--- src/rtl/noc_pkg.sv ---
// Shared NoC definitions: flit geometry, coordinate width and output-port codes.
package noc_pkg;

  localparam int unsigned FLIT_W  = 8;
  localparam int unsigned COORD_W = 2;
  localparam int unsigned DIR_W   = 3;

  localparam int unsigned X_DEST_MSB = 7;
  localparam int unsigned X_DEST_LSB = 6;
  localparam int unsigned Y_DEST_MSB = 5;
  localparam int unsigned Y_DEST_LSB = 4;

  localparam logic [DIR_W-1:0] LOCAL = 3'd0;
  localparam logic [DIR_W-1:0] EAST  = 3'd1;
  localparam logic [DIR_W-1:0] WEST  = 3'd2;
  localparam logic [DIR_W-1:0] NORTH = 3'd3;
  localparam logic [DIR_W-1:0] SOUTH = 3'd4;
  localparam logic [DIR_W-1:0] IDLE  = 3'd7;

endpackage

--- src/rtl/xy_route.sv ---
// Dimension-ordered (X then Y) route decision for a single flit.
module xy_route
  import noc_pkg::*;
(
  input  logic [COORD_W-1:0] X_cur,
  input  logic [COORD_W-1:0] Y_cur,
  input  logic [FLIT_W-1:0]  flit,
  input  logic               empty,
  output logic [DIR_W-1:0]   register
);

  logic [COORD_W-1:0] x_dest;
  logic [COORD_W-1:0] y_dest;

  assign x_dest = flit[X_DEST_MSB:X_DEST_LSB];
  assign y_dest = flit[Y_DEST_MSB:Y_DEST_LSB];

  always_comb begin
    register = IDLE;
    if (!empty) begin
      if (x_dest > X_cur) begin
        register = EAST;
      end else if (x_dest < X_cur) begin
        register = WEST;
      end else if (y_dest > Y_cur) begin
        register = NORTH;
      end else if (y_dest < Y_cur) begin
        register = SOUTH;
      end else begin
        register = LOCAL;
      end
    end
  end

endmodule

--- src/rtl/block_input.sv ---
// Router input port: flit FIFO with combinational head presentation and XY route request.
module block_input
  import noc_pkg::*;
#(
  parameter int unsigned DEPTH = 4,
  parameter int unsigned W     = FLIT_W
) (
  input  logic               clk,
  input  logic               rst,
  input  logic [COORD_W-1:0] X_cur,
  input  logic [COORD_W-1:0] Y_cur,
  input  logic               val,
  input  logic [W-1:0]       Data_in,
  output logic               ret,
  output logic [W-1:0]       Data_out,
  output logic [DIR_W-1:0]   register,
  input  logic               s_ack
);

  localparam int unsigned AW = (DEPTH > 1) ? $clog2(DEPTH) : 1;
  localparam int unsigned CW = $clog2(DEPTH) + 1;

  logic [W-1:0]  mem [DEPTH];
  logic [AW-1:0] wr_ptr_q, wr_ptr_d;
  logic [AW-1:0] rd_ptr_q, rd_ptr_d;
  logic [CW-1:0] count_q, count_d;
  logic          full, empty, push, pop;

  assign full  = (count_q == CW'(DEPTH));
  assign empty = (count_q == '0);
  assign ret   = ~full & ~rst;
  assign push  = val & ret;
  assign pop   = s_ack & ~empty;

  always_comb begin
    wr_ptr_d = wr_ptr_q;
    rd_ptr_d = rd_ptr_q;
    count_d  = count_q;
    if (push) begin
      wr_ptr_d = wr_ptr_q + AW'(1);
    end
    if (pop) begin
      rd_ptr_d = rd_ptr_q + AW'(1);
    end
    unique case ({push, pop})
      2'b10:   count_d = count_q + CW'(1);
      2'b01:   count_d = count_q - CW'(1);
      default: count_d = count_q;
    endcase
  end

  always_ff @(posedge clk) begin
    if (rst) begin
      wr_ptr_q <= '0;
      rd_ptr_q <= '0;
      count_q  <= '0;
    end else begin
      wr_ptr_q <= wr_ptr_d;
      rd_ptr_q <= rd_ptr_d;
      count_q  <= count_d;
    end
  end

  // Storage is left unreset; empty gating keeps stale entries invisible.
  always_ff @(posedge clk) begin
    if (push) begin
      mem[wr_ptr_q] <= Data_in;
    end
  end

  assign Data_out = empty ? '0 : mem[rd_ptr_q];

  xy_route u_xy_route (
    .X_cur    (X_cur),
    .Y_cur    (Y_cur),
    .flit     (Data_out),
    .empty    (empty),
    .register (register)
  );

endmodule

--- config.mk ---
export PLATFORM = sky130hd
export DESIGN_NAME = block_input
export DESIGN_NICKNAME = d
export VERILOG_FILES = /design/src/rtl/noc_pkg.sv /design/src/rtl/xy_route.sv /design/src/rtl/block_input.sv
export SDC_FILE = /design/constraint.sdc
export NUM_CORES = 1
export LEC_CHECK = 0
export BUFFER_PORTS_ARGS = -buffer_cell sky130_fd_sc_hd__buf_4
export CORE_MARGIN = 2
export CORE_UTILIZATION = 60
export CTS_CLUSTER_DIAMETER = 80
export CTS_CLUSTER_SIZE = 25
export DETAILED_ROUTE_END_ITERATION = 8
export GPL_TIMING_DRIVEN = 0
export PLACE_DENSITY = 0.83
export SLEW_MARGIN = 20
export SYNTH_ARGS = -nofsm -noshare
export SYNTH_HDL_FRONTEND = slang
export SYNTH_SLANG_ARGS = --single-unit
--- constraint.sdc ---
create_clock -name clk -period 2.89 [get_ports clk]
set_input_delay 0.1445 -clock clk [delete_from_list [all_inputs] [get_ports clk]]
set_output_delay 0.1445 -clock clk [all_outputs]
set_load 0.05 [all_outputs]
==> metrics <==
area overhead of the layout relative to synthesis 20.5%; htree depth 2; Hold Path Stages 2; Crit Path Category flip-flop to output pin; Setup Buffers After CTS 0; DR WL/cell 16.6 µm; Worst path top cell family by delay multiplexers; synthesized cell area 1870 µm²; top cells by area, synth edfxtp_1 (51%), dfxtp_1 (9.7%), mux4_2 (7.2%); Worst Hold Margin 0.104 ns; CTS clk-pin slew, worst paths 0.10 ns; status finished clean; YS warnings 0; Worst EP arrival 2.55 ns; Clock Root Buffer clkbuf_4; syn avg cell area 14.7 µm²; routability cong. 0.669; nets@finish 194; total gr overflow 0; starting DRC count in detailed routing 61; cell chain of the critical path buf_6, mux4_2, and2_1, ha_1, nor2b_1, o21ai_0, o221ai_1, buf_4; Setup violations, final 0; Ports 28; worst r2r src count_q[2]$_SDFFE_PP0P_; worst vdd ir 0.000495 V; Port-buffer cells 26; Final HPWL DP 2470 µm; DRC viols 0; Post-synth EDFFs 32; Final Util 0.749; worst-skew pair later-pin latency 0.34 ns; Slew Viols, Final 0; Final Hold Vio Count 0; Final min period 2.69 ns; Yosys reg bits 41; Sink Count 41; Setup TNS 0 ns; number of library cell types mapped by synthesis 32; FF-to-FF End count_q[2]$_SDFFE_PP0P_; CP Buf/Inv Count 2; Worst setup SP type flip-flop; Final period util 0.931; clock skew 0.00961 ns; largest net degree at the start of global routing 13; antenna violations before repair 0; Max Fclk 372 MHz; final WL 3350 µm; Top FF cell, synth edfxtp_1; WHS Endpoint count_q[2]$_SDFFE_PP0P_; max_cap viols 0; clock buffer depth 2; Setup crit end kind output pin; drt pass-1 iters 4; Hold Startpoint rst; Die H 59.8 µm; Worst path slowest cell mux4_2; die width 59.8 µm; Worst EP required 2.75 ns; critical path fanouts, max 10; Placement Cell Area 2110 µm²; Total GRT Usage 0.218; number of global-route vias before repair 1140; via count 1137; Core Region 3000 µm²; CP max stage delay 0.51 ns; ANT cells 0; CTS Buf Count 5; Synth top area share 0.515; min-delay worst type input port to flip-flop; Mapped Cells 127; Die ar. 3570 µm²; Yosys top cell by area edfxtp_1; share of cells above drive strength 1 0.302; num rows 20; first-pass GRT wire length 5340 µm; worst slew pin tran 0.462 ns; Avg Vias per Cell 5.63; syn_nets 153; Worst path depth 8; Cell Pwr Density 906 nW/µm²; Max-slew headroom 0.688; reg2reg setup slack 0.75 ns; fin area 2250 µm²; Starting Density 0.622; DRT antenna net count 0; Seq/Total Area, Yosys 0.611; CTS tree built; Async SR Flop Fraction 0; reg2reg path depth 9; RSZ-0062 raised after global routing no; Leak Pwr 0.866 nW
## kinds of logic (layout without fill, tap and decap cells)
kind of cell,after synthesis,after routing,synth area share
and+or+nand+nor,33,33,0.106
muxes,12,12,0.107
DFF,41,41,0.611
AOI/OAI and AO/OA,15,15,0.0590
buffers and inverters,13,55,0.0322
adders and majority gates,10,10,0.0710
xor gates and xnor gates,3,3,0.0141
## synthesized netlist by cell type (all sizes together), types with 3 or more instances
library cell   n
dfxtp          9
inv            9
ha             9
nor2b          3
o21ai          5
edfxtp        32
and2          11
xor2           3
nor2           7
mux2i          3
buf            4
nand2          6
mux4           6
mux2           3
## metal layers
layer	global-route usage	vias to the layer above	part of all wire
met3	0.0541	5	0.052
met4	0.0952	0	0.013
met5	0	-	0
li1	-	551	-
met1	0.240	551	0.38
met2	0.393	30	0.55
## flip-flops by register name, indices dropped and copies added (netlist names), named ones only
signal	count
mem	32
count_q	3
rd_ptr_q	2
wr_ptr_q	2
## worst reg2reg max path, delay by kind of cell (launching register included)
family	cells	cell delay (ns)
AND/OR/NAND/NOR	3	0.71
adder cells (fa/ha/maj)	2	0.54
flip-flops	1	0.41
XOR/XNOR	1	0.16
buffers and inverters	2	0.13
AO/OA/AOI/OAI	1	0.13
## worst max path at each step
stage	from	to	slack, ns
after global placement	flip-flop	register[1]	0.59
after floorplan	flip-flop	register[2]	-0.05
after global routing	flip-flop	register[1]	0.01
after CTS	flip-flop	register[1]	0.16
final	flip-flop	register[1]	0.20
after detailed placement	flip-flop	register[1]	0.55
## power by group
part	total [mW]	internal (mW)	leakage, nW	switching, mW
registers	0.743	0.699	0.364	0.0440
logic	1.01	0.382	0.469	0.624
clock network	0.291	0.120	0.0326	0.170
total	2.04	1.20	0.866	0.838
## metrics by stage
stage               setup WS [ns]  std cells  total power, mW
floorplan                 -0.0486        127             1.50
global placement            0.590        186             1.71
detailed placement          0.549        186             1.76
CTS                         0.155        202             2.06
global route               0.0122        202             2.15
finish                      0.199        202             2.04
## cells in the final DEF, fill, tap and decap left out, types with 3 or more instances in the layout
| cell | netlist | routed |
|---|---|---|
| and2_1 | 10 | 10 |
| buf_2 | 3 | 3 |
| buf_4 | 0 | 26 |
| clkbuf_4 | 0 | 5 |
| dfxtp_1 | 9 | 9 |
| dlygate4sd3_1 | 0 | 8 |
| edfxtp_1 | 32 | 32 |
| ha_1 | 9 | 9 |
| inv_1 | 9 | 9 |
| mux2i_1 | 3 | 3 |
| mux4_2 | 6 | 6 |
| nand2_1 | 6 | 6 |
| nor2_1 | 7 | 7 |
| nor2b_1 | 3 | 3 |
| xor2_1 | 3 | 3 |
## area by class of cell
cell class	count	area (µm²)
inverters	9	33.8
flip-flops and latches	41	1140
well taps	33	41.3
multi-input cells	73	673
repair buffers	34	275
clock buffers	8	58.8
plain buffers	4	26.3
fillers	204	753
## repair_timing
action                                 4_1_cts  5_1_grt
endpoints found under the hold margin       32        0
gates resized for setup                      0        0
hold buffers                                 8        0
Note: power is estimated with default switching activity, not from simulation.
